**config.mk**
```make
export PLATFORM = sky130hd
export DESIGN_NAME = regfile_host_responder_flat
export DESIGN_NICKNAME = d
export VERILOG_FILES = /design/src/rtl/regfile_pkg.sv /design/src/rtl/interface_regfile.sv /design/src/rtl/regfile_addr_decode.sv /design/src/rtl/regfile_host_responder.sv /design/src/flat_wrapper.sv
export SDC_FILE = /design/constraint.sdc
export NUM_CORES = 1
export LEC_CHECK = 0
export BUFFER_PORTS_ARGS = -buffer_cell sky130_fd_sc_hd__buf_2
export CORE_AREA = 2 2 278 280
export DETAILED_ROUTE_END_ITERATION = 8
export DIE_AREA = 0 0 280 282
export PLACE_DENSITY = 0.71
export SETUP_SLACK_MARGIN = 0.15
export SLEW_MARGIN = 40
export SYNTH_ARGS = -nofsm -noshare
export SYNTH_HDL_FRONTEND = slang
export SYNTH_SLANG_ARGS = --single-unit
```
**constraint.sdc**
```tcl
create_clock -name clk -period 6.6 [get_ports clk]
set_input_delay 0.33 -clock clk [delete_from_list [all_inputs] [get_ports clk]]
set_output_delay 0.33 -clock clk [all_outputs]
set_load 0.005 [all_outputs]
```
**src/rtl/regfile_pkg.sv**
```systemverilog
// Shared constants for the host-side register responder.
// Holds the block codes, the register offsets that the decoder and the read mux
// both need, the responder state type and the bit positions of the command strobes.
package regfile_pkg;

   localparam logic [3:0] BLK_GEN  = 4'h0;
   localparam logic [3:0] BLK_CONV = 4'h1;
   localparam logic [3:0] BLK_POOL = 4'h2;
   localparam logic [3:0] BLK_NL   = 4'h3;
   localparam logic [3:0] BLK_FC   = 4'h4;

   localparam logic [7:0] OFF_GEN_LAYER     = 8'h01;
   localparam logic [7:0] OFF_GEN_CFG_LAST  = 8'h0B;
   localparam logic [7:0] OFF_GEN_STATUS    = 8'h40;
   localparam logic [7:0] OFF_GEN_BUFFER    = 8'h41;
   localparam logic [7:0] OFF_GEN_CMD       = 8'h80;

   localparam logic [7:0] OFF_CONV_STRIDE   = 8'h08;
   localparam logic [7:0] OFF_CONV_CFG_LAST = 8'h0E;
   localparam logic [7:0] OFF_CONV_CIN      = 8'h0F;
   localparam logic [7:0] OFF_CONV_COUT     = 8'h10;
   localparam logic [7:0] OFF_CONV_STATUS   = 8'h11;

   localparam logic [7:0] OFF_POOL_LAST     = 8'h04;
   localparam logic [7:0] OFF_NL_LAST       = 8'h02;
   localparam logic [7:0] OFF_FC_LAST       = 8'h04;

   localparam logic [0:0] S_IDLE = 1'b0;
   localparam logic [0:0] S_RESP = 1'b1;
   typedef enum logic [0:0] {IDLE = S_IDLE, RESP = S_RESP} state_t;

   localparam int CMD_W              = 10;
   localparam int CMD_START          = 0;
   localparam int CMD_ABRUPT_END     = 1;
   localparam int CMD_RESET          = 2;
   localparam int CMD_DIGITAL_RESET  = 3;
   localparam int CMD_FLUSH_BUFF1    = 4;
   localparam int CMD_FLUSH_BUFF2    = 5;
   localparam int CMD_LOAD_BUFF1     = 6;
   localparam int CMD_LOAD_BUFF2     = 7;
   localparam int CMD_START_LOADING  = 8;
   localparam int CMD_START_SAVING   = 9;

   function automatic logic in_range(input logic [7:0] off, input logic [7:0] lo,
                                     input logic [7:0] hi);
      return (off >= lo) && (off <= hi);
   endfunction

endpackage

```
**src/rtl/interface_regfile.sv**
```systemverilog
// Register-file bundle between the host responder and the accelerator core.
// Config fields and command strobes are driven by the responder; status fields
// are driven by the core and only sampled by the responder.
interface interface_regfile;
   logic [3:0]        store_to;
   logic [11:0]       layer_type;
   logic [11:2][15:0] gen_cfg;
   logic [14:1][15:0] conv_cfg;
   logic [7:0]        stride_horiz;
   logic [7:0]        stride_vert;
   logic [4:1][15:0]  pool_cfg;
   logic [2:1][15:0]  nl_cfg;
   logic [4:1][15:0]  fc_cfg;

   logic start_wr,                start_wr_en;
   logic abrupt_end_wr,           abrupt_end_wr_en;
   logic reset_wr,                reset_wr_en;
   logic digital_reset_wr,        digital_reset_wr_en;
   logic flush_buff1_wr,          flush_buff1_wr_en;
   logic flush_buff2_wr,          flush_buff2_wr_en;
   logic load_buff1_wr,           load_buff1_wr_en;
   logic load_buff2_wr,           load_buff2_wr_en;
   logic start_loading_buffer_wr, start_loading_buffer_wr_en;
   logic start_saving_buffer_wr,  start_saving_buffer_wr_en;

   logic [15:0] general__status;
   logic        buffer_saved;
   logic        buffer_loaded;
   logic [15:0] cin;
   logic [15:0] cout;
   logic [3:0]  conv__status;

   modport host (
      output store_to, layer_type, gen_cfg, conv_cfg, stride_horiz, stride_vert,
             pool_cfg, nl_cfg, fc_cfg,
             start_wr, start_wr_en, abrupt_end_wr, abrupt_end_wr_en,
             reset_wr, reset_wr_en, digital_reset_wr, digital_reset_wr_en,
             flush_buff1_wr, flush_buff1_wr_en, flush_buff2_wr, flush_buff2_wr_en,
             load_buff1_wr, load_buff1_wr_en, load_buff2_wr, load_buff2_wr_en,
             start_loading_buffer_wr, start_loading_buffer_wr_en,
             start_saving_buffer_wr, start_saving_buffer_wr_en,
      input  general__status, buffer_saved, buffer_loaded, cin, cout, conv__status
   );
endinterface

```
**src/rtl/regfile_addr_decode.sv**
```systemverilog
// Combinational address decoder for the register map.
// Ports: addr in; hit (address is mapped), ro (read-only register), is_cmd (0x0080
// command register), block ([15:12]), offset ([7:0]). Any address with non-zero
// [11:8] is treated as unmapped.
module regfile_addr_decode
   import regfile_pkg::*;
(
   input  logic [15:0] addr,
   output logic        hit,
   output logic        ro,
   output logic        is_cmd,
   output logic [3:0]  block,
   output logic [7:0]  offset
);

   always_comb begin
      block  = addr[15:12];
      offset = addr[7:0];
      hit    = 1'b0;
      ro     = 1'b0;
      is_cmd = 1'b0;
      if (addr[11:8] == 4'h0) begin
         case (block)
            BLK_GEN: begin
               if (in_range(offset, OFF_GEN_LAYER, OFF_GEN_CFG_LAST)) begin
                  hit = 1'b1;
               end else if (offset == OFF_GEN_STATUS || offset == OFF_GEN_BUFFER) begin
                  hit = 1'b1;
                  ro  = 1'b1;
               end else if (offset == OFF_GEN_CMD) begin
                  hit    = 1'b1;
                  is_cmd = 1'b1;
               end
            end
            BLK_CONV: begin
               if (in_range(offset, 8'h01, OFF_CONV_CFG_LAST)) begin
                  hit = 1'b1;
               end else if (in_range(offset, OFF_CONV_CIN, OFF_CONV_STATUS)) begin
                  hit = 1'b1;
                  ro  = 1'b1;
               end
            end
            BLK_POOL: hit = in_range(offset, 8'h01, OFF_POOL_LAST);
            BLK_NL:   hit = in_range(offset, 8'h01, OFF_NL_LAST);
            BLK_FC:   hit = in_range(offset, 8'h01, OFF_FC_LAST);
            default:  hit = 1'b0;
         endcase
      end
   end

endmodule

```
**src/rtl/regfile_host_responder.sv**
```systemverilog
// Host-side responder for the accelerator register map.
// Accepts one valid/ready request at a time, performs writes on the accept edge,
// and returns one registered response per request.
// Ports: clk, rst_n (async active-low); req_valid/req_ready/req_write/req_addr/
// req_wdata (request channel); resp_valid/resp_ready/resp_rdata/resp_err
// (response channel); regs (config/command outputs, status inputs).
//
// state | meaning
// IDLE  | ready for a request; req_ready=1
// RESP  | response registered and held until resp_ready
module regfile_host_responder
   import regfile_pkg::*;
#(
   parameter int ADDR_W = 16,
   parameter int DATA_W = 16
) (
   input  logic              clk,
   input  logic              rst_n,
   input  logic              req_valid,
   output logic              req_ready,
   input  logic              req_write,
   input  logic [ADDR_W-1:0] req_addr,
   input  logic [DATA_W-1:0] req_wdata,
   output logic              resp_valid,
   input  logic              resp_ready,
   output logic [DATA_W-1:0] resp_rdata,
   output logic              resp_err,
   interface_regfile.host    regs
);

   state_t            state_q, state_d;
   logic              resp_valid_q, resp_valid_d;
   logic              resp_err_q, resp_err_d;
   logic [DATA_W-1:0] resp_rdata_q, resp_rdata_d;

   logic [15:0]       gen1_q, gen1_d;
   logic [11:2][15:0] gen_cfg_q, gen_cfg_d;
   logic [14:1][15:0] conv_cfg_q, conv_cfg_d;
   logic [4:1][15:0]  pool_cfg_q, pool_cfg_d;
   logic [2:1][15:0]  nl_cfg_q, nl_cfg_d;
   logic [4:1][15:0]  fc_cfg_q, fc_cfg_d;
   logic [CMD_W-1:0]  cmd_wr_q, cmd_wr_d;
   logic [CMD_W-1:0]  cmd_wr_en_q, cmd_wr_en_d;

   logic              dec_hit, dec_ro, dec_is_cmd;
   logic [3:0]        dec_block;
   logic [7:0]        dec_offset;
   logic              accept, wr_ok;
   logic [15:0]       rd_mux;

   regfile_addr_decode u_decode (
      .addr   (req_addr),
      .hit    (dec_hit),
      .ro     (dec_ro),
      .is_cmd (dec_is_cmd),
      .block  (dec_block),
      .offset (dec_offset)
   );

   assign accept = req_valid && (state_q == IDLE);
   assign wr_ok  = accept && req_write && dec_hit && !dec_ro;

   // Index widths below are sized to each array; the decoder guarantees the
   // offset is inside the array range whenever dec_hit is set.
   always_comb begin
      rd_mux = '0;
      if (dec_hit && !dec_is_cmd) begin
         case (dec_block)
            BLK_GEN: begin
               if (dec_offset == OFF_GEN_LAYER)       rd_mux = gen1_q;
               else if (dec_offset == OFF_GEN_STATUS) rd_mux = regs.general__status;
               else if (dec_offset == OFF_GEN_BUFFER) rd_mux = {14'b0, regs.buffer_saved,
                                                                regs.buffer_loaded};
               else                                   rd_mux = gen_cfg_q[dec_offset[3:0]];
            end
            BLK_CONV: begin
               if (dec_offset == OFF_CONV_CIN)         rd_mux = regs.cin;
               else if (dec_offset == OFF_CONV_COUT)   rd_mux = regs.cout;
               else if (dec_offset == OFF_CONV_STATUS) rd_mux = {12'b0, regs.conv__status};
               else                                    rd_mux = conv_cfg_q[dec_offset[3:0]];
            end
            BLK_POOL: rd_mux = pool_cfg_q[dec_offset[2:0]];
            BLK_NL:   rd_mux = nl_cfg_q[dec_offset[1:0]];
            BLK_FC:   rd_mux = fc_cfg_q[dec_offset[2:0]];
            default:  rd_mux = '0;
         endcase
      end
   end

   always_comb begin
      gen1_d      = gen1_q;
      gen_cfg_d   = gen_cfg_q;
      conv_cfg_d  = conv_cfg_q;
      pool_cfg_d  = pool_cfg_q;
      nl_cfg_d    = nl_cfg_q;
      fc_cfg_d    = fc_cfg_q;
      cmd_wr_d    = cmd_wr_q;
      cmd_wr_en_d = '0;
      if (wr_ok) begin
         if (dec_is_cmd) begin
            cmd_wr_d    = req_wdata[CMD_W-1:0];
            cmd_wr_en_d = '1;
         end else begin
            case (dec_block)
               BLK_GEN: begin
                  if (dec_offset == OFF_GEN_LAYER) gen1_d = req_wdata;
                  else                             gen_cfg_d[dec_offset[3:0]] = req_wdata;
               end
               BLK_CONV: conv_cfg_d[dec_offset[3:0]] = req_wdata;
               BLK_POOL: pool_cfg_d[dec_offset[2:0]] = req_wdata;
               BLK_NL:   nl_cfg_d[dec_offset[1:0]]   = req_wdata;
               BLK_FC:   fc_cfg_d[dec_offset[2:0]]   = req_wdata;
               default:  ;
            endcase
         end
      end
   end

   always_comb begin
      state_d      = state_q;
      resp_valid_d = resp_valid_q;
      resp_err_d   = resp_err_q;
      resp_rdata_d = resp_rdata_q;
      case (state_q)
         IDLE: begin
            if (req_valid) begin
               state_d      = RESP;
               resp_valid_d = 1'b1;
               resp_err_d   = !dec_hit || (req_write && dec_ro);
               resp_rdata_d = (!req_write && dec_hit) ? rd_mux : '0;
            end
         end
         RESP: begin
            if (resp_ready) begin
               state_d      = IDLE;
               resp_valid_d = 1'b0;
               resp_err_d   = 1'b0;
               resp_rdata_d = '0;
            end
         end
         default: state_d = IDLE;
      endcase
   end

   always_ff @(posedge clk or negedge rst_n) begin
      if (!rst_n) begin
         state_q      <= IDLE;
         resp_valid_q <= 1'b0;
         resp_err_q   <= 1'b0;
         resp_rdata_q <= '0;
         gen1_q       <= '0;
         gen_cfg_q    <= '0;
         conv_cfg_q   <= '0;
         pool_cfg_q   <= '0;
         nl_cfg_q     <= '0;
         fc_cfg_q     <= '0;
         cmd_wr_q     <= '0;
         cmd_wr_en_q  <= '0;
      end else begin
         state_q      <= state_d;
         resp_valid_q <= resp_valid_d;
         resp_err_q   <= resp_err_d;
         resp_rdata_q <= resp_rdata_d;
         gen1_q       <= gen1_d;
         gen_cfg_q    <= gen_cfg_d;
         conv_cfg_q   <= conv_cfg_d;
         pool_cfg_q   <= pool_cfg_d;
         nl_cfg_q     <= nl_cfg_d;
         fc_cfg_q     <= fc_cfg_d;
         cmd_wr_q     <= cmd_wr_d;
         cmd_wr_en_q  <= cmd_wr_en_d;
      end
   end

   assign req_ready  = (state_q == IDLE);
   assign resp_valid = resp_valid_q;
   assign resp_err   = resp_err_q;
   assign resp_rdata = resp_rdata_q;

   assign regs.store_to     = gen1_q[15:12];
   assign regs.layer_type   = gen1_q[11:0];
   assign regs.gen_cfg      = gen_cfg_q;
   assign regs.conv_cfg     = conv_cfg_q;
   assign regs.stride_horiz = conv_cfg_q[OFF_CONV_STRIDE[3:0]][15:8];
   assign regs.stride_vert  = conv_cfg_q[OFF_CONV_STRIDE[3:0]][7:0];
   assign regs.pool_cfg     = pool_cfg_q;
   assign regs.nl_cfg       = nl_cfg_q;
   assign regs.fc_cfg       = fc_cfg_q;

   assign regs.start_wr                   = cmd_wr_q[CMD_START];
   assign regs.abrupt_end_wr              = cmd_wr_q[CMD_ABRUPT_END];
   assign regs.reset_wr                   = cmd_wr_q[CMD_RESET];
   assign regs.digital_reset_wr           = cmd_wr_q[CMD_DIGITAL_RESET];
   assign regs.flush_buff1_wr             = cmd_wr_q[CMD_FLUSH_BUFF1];
   assign regs.flush_buff2_wr             = cmd_wr_q[CMD_FLUSH_BUFF2];
   assign regs.load_buff1_wr              = cmd_wr_q[CMD_LOAD_BUFF1];
   assign regs.load_buff2_wr              = cmd_wr_q[CMD_LOAD_BUFF2];
   assign regs.start_loading_buffer_wr    = cmd_wr_q[CMD_START_LOADING];
   assign regs.start_saving_buffer_wr     = cmd_wr_q[CMD_START_SAVING];

   assign regs.start_wr_en                = cmd_wr_en_q[CMD_START];
   assign regs.abrupt_end_wr_en           = cmd_wr_en_q[CMD_ABRUPT_END];
   assign regs.reset_wr_en                = cmd_wr_en_q[CMD_RESET];
   assign regs.digital_reset_wr_en        = cmd_wr_en_q[CMD_DIGITAL_RESET];
   assign regs.flush_buff1_wr_en          = cmd_wr_en_q[CMD_FLUSH_BUFF1];
   assign regs.flush_buff2_wr_en          = cmd_wr_en_q[CMD_FLUSH_BUFF2];
   assign regs.load_buff1_wr_en           = cmd_wr_en_q[CMD_LOAD_BUFF1];
   assign regs.load_buff2_wr_en           = cmd_wr_en_q[CMD_LOAD_BUFF2];
   assign regs.start_loading_buffer_wr_en = cmd_wr_en_q[CMD_START_LOADING];
   assign regs.start_saving_buffer_wr_en  = cmd_wr_en_q[CMD_START_SAVING];

endmodule
```
**src/flat_wrapper.sv**
```systemverilog
// flat-port wrapper written by rule: the top's interface ports become plain ports
module regfile_host_responder_flat import regfile_pkg::*;
#(
   parameter int ADDR_W = 16,
   parameter int DATA_W = 16
)
  (clk, rst_n, req_valid, req_ready, req_write, req_addr, req_wdata, resp_valid, resp_ready, resp_rdata, resp_err, regs_store_to, regs_layer_type, regs_gen_cfg, regs_conv_cfg, regs_stride_horiz, regs_stride_vert, regs_pool_cfg, regs_nl_cfg, regs_fc_cfg, regs_start_wr, regs_start_wr_en, regs_abrupt_end_wr, regs_abrupt_end_wr_en, regs_reset_wr, regs_reset_wr_en, regs_digital_reset_wr, regs_digital_reset_wr_en, regs_flush_buff1_wr, regs_flush_buff1_wr_en, regs_flush_buff2_wr, regs_flush_buff2_wr_en, regs_load_buff1_wr, regs_load_buff1_wr_en, regs_load_buff2_wr, regs_load_buff2_wr_en, regs_start_loading_buffer_wr, regs_start_loading_buffer_wr_en, regs_start_saving_buffer_wr, regs_start_saving_buffer_wr_en, regs_general__status, regs_buffer_saved, regs_buffer_loaded, regs_cin, regs_cout, regs_conv__status);
  interface_regfile regs_i ();
  input  logic clk;
  input  logic rst_n;
  input  logic req_valid;
  output logic req_ready;
  input  logic req_write;
  input  logic [ADDR_W-1:0] req_addr;
  input  logic [DATA_W-1:0] req_wdata;
  output logic resp_valid;
  input  logic resp_ready;
  output logic [DATA_W-1:0] resp_rdata;
  output logic resp_err;
  output wire logic [$bits(regs_i.store_to)-1:0] regs_store_to;
  output wire logic [$bits(regs_i.layer_type)-1:0] regs_layer_type;
  output wire logic [$bits(regs_i.gen_cfg)-1:0] regs_gen_cfg;
  output wire logic [$bits(regs_i.conv_cfg)-1:0] regs_conv_cfg;
  output wire logic [$bits(regs_i.stride_horiz)-1:0] regs_stride_horiz;
  output wire logic [$bits(regs_i.stride_vert)-1:0] regs_stride_vert;
  output wire logic [$bits(regs_i.pool_cfg)-1:0] regs_pool_cfg;
  output wire logic [$bits(regs_i.nl_cfg)-1:0] regs_nl_cfg;
  output wire logic [$bits(regs_i.fc_cfg)-1:0] regs_fc_cfg;
  output wire logic [$bits(regs_i.start_wr)-1:0] regs_start_wr;
  output wire logic [$bits(regs_i.start_wr_en)-1:0] regs_start_wr_en;
  output wire logic [$bits(regs_i.abrupt_end_wr)-1:0] regs_abrupt_end_wr;
  output wire logic [$bits(regs_i.abrupt_end_wr_en)-1:0] regs_abrupt_end_wr_en;
  output wire logic [$bits(regs_i.reset_wr)-1:0] regs_reset_wr;
  output wire logic [$bits(regs_i.reset_wr_en)-1:0] regs_reset_wr_en;
  output wire logic [$bits(regs_i.digital_reset_wr)-1:0] regs_digital_reset_wr;
  output wire logic [$bits(regs_i.digital_reset_wr_en)-1:0] regs_digital_reset_wr_en;
  output wire logic [$bits(regs_i.flush_buff1_wr)-1:0] regs_flush_buff1_wr;
  output wire logic [$bits(regs_i.flush_buff1_wr_en)-1:0] regs_flush_buff1_wr_en;
  output wire logic [$bits(regs_i.flush_buff2_wr)-1:0] regs_flush_buff2_wr;
  output wire logic [$bits(regs_i.flush_buff2_wr_en)-1:0] regs_flush_buff2_wr_en;
  output wire logic [$bits(regs_i.load_buff1_wr)-1:0] regs_load_buff1_wr;
  output wire logic [$bits(regs_i.load_buff1_wr_en)-1:0] regs_load_buff1_wr_en;
  output wire logic [$bits(regs_i.load_buff2_wr)-1:0] regs_load_buff2_wr;
  output wire logic [$bits(regs_i.load_buff2_wr_en)-1:0] regs_load_buff2_wr_en;
  output wire logic [$bits(regs_i.start_loading_buffer_wr)-1:0] regs_start_loading_buffer_wr;
  output wire logic [$bits(regs_i.start_loading_buffer_wr_en)-1:0] regs_start_loading_buffer_wr_en;
  output wire logic [$bits(regs_i.start_saving_buffer_wr)-1:0] regs_start_saving_buffer_wr;
  output wire logic [$bits(regs_i.start_saving_buffer_wr_en)-1:0] regs_start_saving_buffer_wr_en;
  input wire logic [$bits(regs_i.general__status)-1:0] regs_general__status;
  input wire logic [$bits(regs_i.buffer_saved)-1:0] regs_buffer_saved;
  input wire logic [$bits(regs_i.buffer_loaded)-1:0] regs_buffer_loaded;
  input wire logic [$bits(regs_i.cin)-1:0] regs_cin;
  input wire logic [$bits(regs_i.cout)-1:0] regs_cout;
  input wire logic [$bits(regs_i.conv__status)-1:0] regs_conv__status;
  assign regs_store_to = regs_i.store_to;
  assign regs_layer_type = regs_i.layer_type;
  assign regs_gen_cfg = regs_i.gen_cfg;
  assign regs_conv_cfg = regs_i.conv_cfg;
  assign regs_stride_horiz = regs_i.stride_horiz;
  assign regs_stride_vert = regs_i.stride_vert;
  assign regs_pool_cfg = regs_i.pool_cfg;
  assign regs_nl_cfg = regs_i.nl_cfg;
  assign regs_fc_cfg = regs_i.fc_cfg;
  assign regs_start_wr = regs_i.start_wr;
  assign regs_start_wr_en = regs_i.start_wr_en;
  assign regs_abrupt_end_wr = regs_i.abrupt_end_wr;
  assign regs_abrupt_end_wr_en = regs_i.abrupt_end_wr_en;
  assign regs_reset_wr = regs_i.reset_wr;
  assign regs_reset_wr_en = regs_i.reset_wr_en;
  assign regs_digital_reset_wr = regs_i.digital_reset_wr;
  assign regs_digital_reset_wr_en = regs_i.digital_reset_wr_en;
  assign regs_flush_buff1_wr = regs_i.flush_buff1_wr;
  assign regs_flush_buff1_wr_en = regs_i.flush_buff1_wr_en;
  assign regs_flush_buff2_wr = regs_i.flush_buff2_wr;
  assign regs_flush_buff2_wr_en = regs_i.flush_buff2_wr_en;
  assign regs_load_buff1_wr = regs_i.load_buff1_wr;
  assign regs_load_buff1_wr_en = regs_i.load_buff1_wr_en;
  assign regs_load_buff2_wr = regs_i.load_buff2_wr;
  assign regs_load_buff2_wr_en = regs_i.load_buff2_wr_en;
  assign regs_start_loading_buffer_wr = regs_i.start_loading_buffer_wr;
  assign regs_start_loading_buffer_wr_en = regs_i.start_loading_buffer_wr_en;
  assign regs_start_saving_buffer_wr = regs_i.start_saving_buffer_wr;
  assign regs_start_saving_buffer_wr_en = regs_i.start_saving_buffer_wr_en;
  assign regs_i.general__status = regs_general__status;
  assign regs_i.buffer_saved = regs_buffer_saved;
  assign regs_i.buffer_loaded = regs_buffer_loaded;
  assign regs_i.cin = regs_cin;
  assign regs_i.cout = regs_cout;
  assign regs_i.conv__status = regs_conv__status;
  regfile_host_responder #(.ADDR_W(ADDR_W), .DATA_W(DATA_W)) u_core (.clk(clk), .rst_n(rst_n), .req_valid(req_valid), .req_ready(req_ready), .req_write(req_write), .req_addr(req_addr), .req_wdata(req_wdata), .resp_valid(resp_valid), .resp_ready(resp_ready), .resp_rdata(resp_rdata), .resp_err(resp_err), .regs(regs_i));
endmodule
```
==> impl_results.md <==
- Endpoints failing hold: 0
- Setup violations, final: 0
- Yosys reg bits: 590
- Worst hold start: req_valid
- FF-to-FF setup slack: 3.25 ns
- EDFF count, synth: 0
- Yosys cell types: 70
- Initial Util: 37.8%
- Die span in x: 280 um
- Crit-path cells: and3b_1 -> nand2_1 -> nor3b_4 -> buf_4 -> nand4_2 -> mux2_2
- DRT iter0 DRCs: 2068
- Yosys top cell area share: 51.6%
- CP Class: reg2reg
- FFs w/ async S/R, synth: 100%
- Critical Path Sink Type: flip-flop
- Buf+Inv Stages, Crit Path: 1
- Initial antenna violation count: 16
- Die Area: 79000 um^2
- Layout Area Growth over Synthesis: 24.1%
- Pwr dens: 226 nW/um^2
- Post-synth top area cell: dfrtp_1
- Setup crit start: u_core.state_q
- Synth Area in XOR/XNOR: 0%
- Setup repair bufs after CTS: 0
- Final Wtd Congestion: 0.879
- Clock Latency Late Sink: 0.64 ns
- IO Count: 706
- LEAKAGE: 19.1 nW
- Largest stage delay, worst path: 0.67 ns
- Cell Count, Final, Fillers Out: 3734
- Clock transition at the registers of the reported paths: 0.06 ns
- Crit share post-route: 50.7%
- Nets: 2786
- Status: completed
- DPL Wire Length: 86.4 mm
- Worst R2R Start: u_core.state_q
- Post-Route Skew: 0.0399 ns
- CP Launch Type: flip-flop
- Core Area: 75700 um^2
- Core Rows: 101
- Final WL: 122 mm
- CTS buffer count: 71
- Sequential fraction of the synthesis area: 51.6%
- Die height: 282 um
- Clock Tree Buf Depth: 3
- Clock Sinks: 590
- Commonest non-fill, non-tap cell in the layout: buf_2
- Post-Synth Simple-Gate Area: 5.63%
- Syn avg cell area: 13.9 um^2
- Cells on worst reg2reg path: 6
- Leading post-synthesis cells by cell area: dfrtp_1, mux2_2, mux2_4
- Worst Path Arrival: 3.83 ns
- Routed Antenna Nets: 0
- Synth Area in Adders: 0%
- Total Neg Setup Slack: 0 ns
- Remaining Overflow, GRT: 0
- Largest net degree at the start of global routing: 150
- Peak VDD IR: 0.000189 V
- Unrepaired setup endpoints after global routing: false
- DR vias: 22500
- Syn Nets: 2149
- Fmax: 299 MHz
- Top FF cell, synth: dfrtp_1
- Post-Syn Area: 28600 um^2
- Post-Syn Instances: 2058
- Worst Path Required: 7.09 ns
- CTS tree: built
- Syn. warnings: 0
- FF-to-FF End: u_core.regs.conv_cfg[11]
- Delay-heaviest family, CP: simple AND/OR/NAND/NOR gates
- HP Class: in2reg
- Worst Setup EP: u_core.regs.conv_cfg[11]
- Mux cell area share after synthesis: 31.0%
- Crit path time final: 3.35 ns
- Area fraction in compound gates after synthesis: 7.74%
- Worst slew margin: 40.5%
- H-tree levels: 3
- Layout cell share with drive strength beyond 1: 58.3%
- Port bufs: 705
- Root buffer cell: clkbuf_16
- Post-route DRC violation count: 0
- DP Cell Count: 3596
- CP max FO: 16
- Largest family of logic cells by synthesized area: multiplexers
- Slowest-stage cell, CP: nand4_2
- Max Transition Viols Final: 0
- Worst-Margin Slew: 0.892 ns
- MaxCap Viol Count: 0
- DRT Pass-1 Iters: 5
- GRT Total Usage: 29.9%
- First-pass GRT wire length: 169 mm
- Stages on the worst setup path: 6
- Leading cell types in the layout, fill and taps excluded: buf_2, dfrtp_1, mux2_2
- Vias/cell: 6.02
- DR WL/cell: 32.5 um
- Vias in the first global route: 22200
[power by group]
part / switching (mW) / total (mW) / internal, mW
Combinational: 0.337 / 0.433 / 0.0961
Sequential: 0.00380 / 3.63 / 3.62
Clock: 1.64 / 3.97 / 2.34
Total: 1.98 / 8.03 / 6.05
[cell type report]
| type | instances | area [um^2] |
|---|---|---|
| clock buffers | 99 | 2000 |
| multi-input cells | 1250 | 12900 |
| well taps | 978 | 1220 |
| inverters | 11 | 41.3 |
| repair buffers | 771 | 4200 |
| flip-flops and latches | 590 | 14800 |
| diodes | 11 | 27.5 |
| clock inverters | 24 | 330 |
| fillers | 6795 | 40200 |
[logic make-up after synthesis]
kind of cell	after synthesis
AO/OA/AOI/OAI	298
buffers and inverters	218
AND/OR/NAND/NOR	236
flip-flops	590
multiplexers	716
[registers in the layout, summed over array words and instances (netlist names)]
| name | count |
|---|---|
| u_core.cmd_wr_en_q | 1 |
| u_core.cmd_wr_q | 10 |
| u_core.gen1_q | 16 |
| u_core.regs.conv_cfg | 224 |
| u_core.regs.fc_cfg | 64 |
| u_core.regs.gen_cfg | 160 |
| u_core.regs.nl_cfg | 32 |
| u_core.regs.pool_cfg | 64 |
| u_core.resp_err | 1 |
| u_core.resp_rdata | 16 |
| u_core.resp_valid | 1 |
| u_core.state_q | 1 |
[worst min path at each step]
stage / slack [ns] / to / depth (start not counted)
finish: 0.08 / u_core.state_q / 3
global placement: 0.48 / u_core.regs.gen_cfg[41] / 1
detailed placement: 0.27 / u_core.regs.gen_cfg[41] / 1
floorplan: 0.03 / u_core.cmd_wr_en_q[8] / 0
global route: 0.1 / u_core.state_q / 3
CTS: 0.04 / u_core.state_q / 3
[through the flow]
stage	hold slack (ns)	power, mW	setup WS [ns]	util, %	area [um^2]
6_report	0.0801	8.03	3.25	46.9	35500
5_1_grt	0.0961	8.25	3.04	46.9	35500
4_1_cts	0.0428	8.08	2.98	46.8	35400
3_5_place_dp	0.275	4.12	2.57	43.6	33000
3_3_place_gp	0.478	4.11	2.65	43.4	32800
2_1_floorplan	0.0344	3.85	3.77	-	28600
[worst register-to-register path, delay by kind of cell, from the launching register on]
family                 cells  cell delay [ns]
multiplexers               1             0.55
flip-flops                 1             0.46
AND/OR/NAND/NOR            4             1.82
buffers and inverters      1             0.40
[cell usage after synthesis (22+ instances only)]
library cell and n:
nand3_1 31, buf_2 26, a22oi_1 83, clkbuf_1 109
mux2_4 80, nor2_1 22, a221oi_1 26, mux2_2 524
nor2b_1 27, mux2i_1 60, mux4_2 51, o21ai_0 47
nand2_1 67, buf_4 34, dfrtp_1 590
[routing by layer]
metal | part of all wire (%) | track usage (%)
met5 | 0.028 | 0
met1 | 39 | 38.2
met4 | 5.3 | 15.2
met3 | 8.7 | 7.65
met2 | 46 | 47.3
[repair_timing]
item	CTS	global route
hold buffers	2	0
gates resized for setup	0	0
hold endpoints to repair	44	0
No activity file was read; power rests on OpenSTA's default activity.
